==> src/rtl/uart_tx_arbiter.sv <==
// Round-robin arbiter sharing one TX FIFO write port among byte-stream clients.
// Ownership lasts for a whole message (ended by req_last). An owner that stays idle
// too long mid-message is evicted, which raises a one-cycle error pulse.
module uart_tx_arbiter #(
    parameter int unsigned NUM_CLIENTS  = 4,
    parameter int unsigned DATA_W       = 8,
    parameter int unsigned IDLE_TIMEOUT = 256
) (
    input  logic                            clk,
    input  logic                            reset,
    input  logic [NUM_CLIENTS-1:0]          req_valid,
    input  logic [NUM_CLIENTS*DATA_W-1:0]   req_data,
    input  logic [NUM_CLIENTS-1:0]          req_last,
    output logic [NUM_CLIENTS-1:0]          req_ready,
    output logic [DATA_W-1:0]               w_data,
    output logic                            wr_uart,
    input  logic                            tx_full,
    output logic [$clog2(NUM_CLIENTS)-1:0]  grant_id,
    output logic                            busy,
    output logic                            timeout_err,
    output logic [$clog2(NUM_CLIENTS)-1:0]  timeout_id
);

    localparam int unsigned ID_W     = $clog2(NUM_CLIENTS);
    localparam int unsigned CNT_W    = (IDLE_TIMEOUT > 1) ? $clog2(IDLE_TIMEOUT) : 1;
    localparam int unsigned TO_LAST  = (IDLE_TIMEOUT > 0) ? IDLE_TIMEOUT - 1 : 0;

    typedef enum logic {S_IDLE, S_OWN} state_t;

    state_t             state, state_d;
    logic [ID_W-1:0]    grant_d;
    logic [ID_W-1:0]    rr_ptr, rr_d;
    logic [CNT_W-1:0]   idle_cnt, cnt_d;
    logic               terr_d;
    logic [ID_W-1:0]    tid_d;
    logic [ID_W-1:0]    grant_nxt;
    logic               pick_found;
    logic [ID_W-1:0]    pick_id;
    logic               xfer;
    logic [DATA_W-1:0]  data_arr [NUM_CLIENTS];

    // State and bookkeeping registers
    always_ff @(posedge clk) begin
        if (reset) begin
            state       <= S_IDLE;
            grant_id    <= '0;
            rr_ptr      <= '0;
            idle_cnt    <= '0;
            timeout_err <= 1'b0;
            timeout_id  <= '0;
        end else begin
            state       <= state_d;
            grant_id    <= grant_d;
            rr_ptr      <= rr_d;
            idle_cnt    <= cnt_d;
            timeout_err <= terr_d;
            timeout_id  <= tid_d;
        end
    end

    // Split the flat request bus into per-client bytes
    always_comb begin
        for (int i = 0; i < int'(NUM_CLIENTS); i++) begin
            data_arr[i] = req_data[i*int'(DATA_W) +: DATA_W];
        end
    end

    // Round-robin pick: first valid requester at or above rr_ptr, with wrap
    always_comb begin
        int unsigned idx;
        pick_found = 1'b0;
        pick_id    = '0;
        idx        = 0;
        for (int unsigned i = 0; i < NUM_CLIENTS; i++) begin
            idx = (32'(rr_ptr) + i) % NUM_CLIENTS;
            if (!pick_found && req_valid[ID_W'(idx)]) begin
                pick_found = 1'b1;
                pick_id    = ID_W'(idx);
            end
        end
    end

    // Owner after the current one, used to demote a finished or evicted client
    always_comb begin
        grant_nxt = (grant_id == ID_W'(NUM_CLIENTS - 1)) ? '0 : grant_id + ID_W'(1);
    end

    // Next-state logic: arbitration, end of message, idle-timeout eviction
    always_comb begin
        state_d = state;
        grant_d = grant_id;
        rr_d    = rr_ptr;
        cnt_d   = idle_cnt;
        terr_d  = 1'b0;
        tid_d   = timeout_id;
        case (state)
            S_IDLE: begin
                if (pick_found) begin
                    state_d = S_OWN;
                    grant_d = pick_id;
                    cnt_d   = '0;
                end
            end
            S_OWN: begin
                if (xfer) begin
                    cnt_d = '0;
                    if (req_last[grant_id]) begin
                        state_d = S_IDLE;
                        rr_d    = grant_nxt;
                    end
                end else if ((IDLE_TIMEOUT != 0) && !req_valid[grant_id]) begin
                    if (idle_cnt == CNT_W'(TO_LAST)) begin
                        terr_d  = 1'b1;
                        tid_d   = grant_id;
                        state_d = S_IDLE;
                        rr_d    = grant_nxt;
                        cnt_d   = '0;
                    end else begin
                        cnt_d = idle_cnt + CNT_W'(1);
                    end
                end
            end
            default: state_d = S_IDLE;
        endcase
    end

    // Byte path to the FIFO: pass-through from the owner, no added latency
    always_comb begin
        req_ready = '0;
        wr_uart   = 1'b0;
        w_data    = '0;
        busy      = 1'b0;
        xfer      = 1'b0;
        if (!reset && state == S_OWN) begin
            busy                = 1'b1;
            req_ready[grant_id] = ~tx_full;
            xfer                = req_valid[grant_id] & ~tx_full;
            if (xfer) begin
                wr_uart = 1'b1;
                w_data  = data_arr[grant_id];
            end
        end
    end

endmodule
==> config.mk <==
export PLATFORM = sky130hd
export DESIGN_NAME = uart_tx_arbiter
export DESIGN_NICKNAME = d
export VERILOG_FILES = /design/src/rtl/uart_tx_arbiter.sv
export SDC_FILE = /design/constraint.sdc
export NUM_CORES = 1
export LEC_CHECK = 0
export CAP_MARGIN = 20
export CORE_ASPECT_RATIO = 1.5
export CORE_MARGIN = 2
export CORE_UTILIZATION = 36
export DETAILED_ROUTE_END_ITERATION = 10
export HOLD_SLACK_MARGIN = 0.03
export PLACE_DENSITY = 0.73
export SYNTH_ARGS = -nofsm -noshare
export SYNTH_HDL_FRONTEND = slang
export SYNTH_SLANG_ARGS = --single-unit
==> constraint.sdc <==
create_clock -name clk -period 2.25 [get_ports clk]
set_input_delay 0.225 -clock clk [delete_from_list [all_inputs] [get_ports clk]]
set_output_delay 0.225 -clock clk [all_outputs]
set_load 0.03 [all_outputs]
==> flow_summary.yaml <==
global_route:
  grt_max_degree: 16
  first_global_vias: 1289
  grt_pass1_wl_um: 5870
  grtUsageTotal_pct: 19.8
  grt_overflow: 0
  grt_antenna_before_repair: 0
cts:
  ctsResizeCount: 0
  clockBufferDepth: 2
  clockRootBuffer: "clkbuf_8"
  clock_sinks: 16
  h-tree-depth: 1
  cts_tree: "done"
  cts.reportedPaths.clkPinSlew_ns: 0.06
  ctsHoldBuffers: 0
  cts_buffers: 3
  postCtsSetupRepairBufs: 0
  insertion_delay_ns: 0.25
critical_path:
  critPathLaunch: "grant_id[0]"
  cp_cell_sequence: "buf_4, mux4_1, and3_1, buf_4"
  critical_path_class: "reg -> out"
  cpLargestDelayFamily: "multiplexers"
  worst_setup_path_end_kind: "output port"
  slowest_delay_ns: 0.57
  worstPathMaxFanout: 15
  cp.buffers_inverters: 2
  cp_data_arrival_time_ns: 1.84
  worstReg2RegStart: "grant_id[0]"
  worstPathRequired_ns: 2.03
  cp_slowest_cell: "mux4_1"
  critical_path.most_common_cell: "buf_4"
  startpoint_type: "flop"
route:
  drc_errors: 0
  drtIter0Drc: 33
  vias: 1330
  drt-total-wl_um: 3840
  viasPerCell: 5.43
  ant_nets: 0
  wire_per_inst_um: 15.7
  first_pass_iters: 4
synthesis:
  netlist_area_um2: 1230
  synth_nets: 184
  ys_seq_area_share_pct: 26.1
  synth_seq_cells: 16
  syn_area_per_cell_um2: 9.03
  yosysWarnings: 0
  synth_cell_types: 35
  netlist_instances: 136
sta:
  clock_skew_ns: 0.000701
  finalCritPeriodShare_pct: 92.0
  rsz0062_at_grt: "no"
  fin_setup_tns_ns: 0
  fmax_mhz: 483
  max_slew_margin_pct: 76.6
  setup_violations: 0
  slew_violations: 0
  hold_viol: 0
  worstMarginPinSlew_ns: 0.351
  period_needed_ns: 2.07
floorplanning:
  die_x_um: 51.7
  die_h_um: 75.6
  rows: 26
  coreArea_um2: 3350
  die_area_um2: 3910
  ios: 62
  start_util_pct: 36.7
finish:
  final_cell_mix: "clkdlybuf4s50_1, buf_4, dfxtp_1"
  diodes: 0
  fill_cells: 303
  syn2layout_area_growth_pct: 58.1
  multi_input_area_um2: 830
  final_nets: 253
  layout-drive-gt1-share_pct: 20.2
  postLayoutCellArea_um2: 1940
  final_cells: 245
  layout_commonest_cell: "clkdlybuf4s50_1"
  final_core_util_pct: 58.0
  seqCellArea_um2: 322
placement:
  place_inst: 242
  hpwl_um: 3080
  placed_area_um2: 1900
  place_congestion: 0.813
  numPortBuffers: 61
job:
  drv_cap: 0
min_path:
  hold_path.startpoint: "idle_cnt[4]"
  hp-class: "reg -> reg"
power:
  cellPowerDensity_nw_per_um2: 381
  ir_drop_uv: 371
  p_leak_nw: 0.791
run_status:
  status: "finished clean"
[per-stage QoR]
step | hold slack [ns] | total power [mW] | worst slack (ns)
2_1_floorplan | 0.325 | 0.409 | 0.0328
4_1_cts | 0.498 | 0.746 | 0.169
6_report | 0.494 | 0.741 | 0.180
5_1_grt | 0.527 | 0.774 | 0.116
3_3_place_gp | 0.473 | 0.528 | 0.0538
3_5_place_dp | 0.484 | 0.534 | 0.0207
[per-layer routing]
metal	track usage (%)	vias up	wire length, um
li1	-	642	-
met1	19.1	608	1420
met2	41.6	76	2030
met3	3.73	4	361
met4	4.68	0	23
met5	0	-	0
[where the power goes]
group	total [mW]	internal (mW)	switching (mW)
Sequential	0.297	0.289	0.00799
Combinational	0.231	0.137	0.0948
Clock	0.212	0.119	0.0936
[state kept, by name, summed over array words and instances (netlist names)]
signal / count
grant_id: 2
idle_cnt: 8
rr_ptr: 2
state: 1
timeout_err: 1
timeout_id: 2
[worst min-delay path, cell delays in order (launching register included)]
cell and delay (ns):
dfxtp_1 0.32, inv_1 0.05, a221oi_1 0.06
[cell usage after synthesis]
master / count / area share [%]
nor3b_1: 3 / 1.8
nor3_1: 2 / 0.81
nor2_1: 12 / 3.7
or2b_1: 1 / 0.61
ha_1: 5 / 5.1
inv_1: 8 / 2.4
o21ai_0: 7 / 2.9
nand4_1: 1 / 0.51
dfxtp_1: 16 / 26
nand2_1: 6 / 1.8
or4_4: 1 / 0.92
nand3_1: 7 / 2.9
a21oi_1: 10 / 4.1
o31ai_1: 2 / 1.2
or3_1: 3 / 1.5
buf_1: 1 / 0.31
a221oi_1: 1 / 0.71
a32oi_1: 1 / 0.71
buf_6: 2 / 1.8
mux2i_1: 4 / 3.3
nand2_4: 1 / 0.92
nand4b_1: 1 / 0.71
mux4_1: 2 / 4.3
nand2b_1: 1 / 0.51
mux4_2: 8 / 15
or4_1: 1 / 0.61
mux2_2: 2 / 1.8
and3_1: 9 / 4.6
o211ai_1: 3 / 1.8
xor2_1: 1 / 0.71
o211a_1: 1 / 0.81
nor4_1: 1 / 0.51
and2_1: 4 / 2.0
a31oi_1: 2 / 1.0
clkbuf_1: 6 / 1.8
[layout make-up]
type	count	share of cell area, %
tap	42	2.70
sequential	16	16.5
timing repair buffer	73	34.4
clock buffer	3	2.12
inverter	8	1.55
multi-input combinational	103	42.7
[kinds of logic (layout without fill, tap and decap cells)]
kind of cell	after synthesis	after routing	share of synthesized area, %
simple gates	54	54	24.4
compound gates	27	27	13.2
buf+inv	17	84	6.42
mux	16	16	24.0
flops	16	16	26.1
fa+ha+maj	5	5	5.09
xor+xnor	1	1	0.713
[path summary, 6_finish.rpt]
kind / slack [ns] / end / cells after the start
worst min register to register: 0.49 / idle_cnt[4] / 2
worst max register to register: 0.25 / rr_ptr[1] / 5
worst min-delay path: 0.49 / idle_cnt[4] / 2
worst max-delay path: 0.18 / w_data[7] / 4
Power figures use the tool's default switching activity.
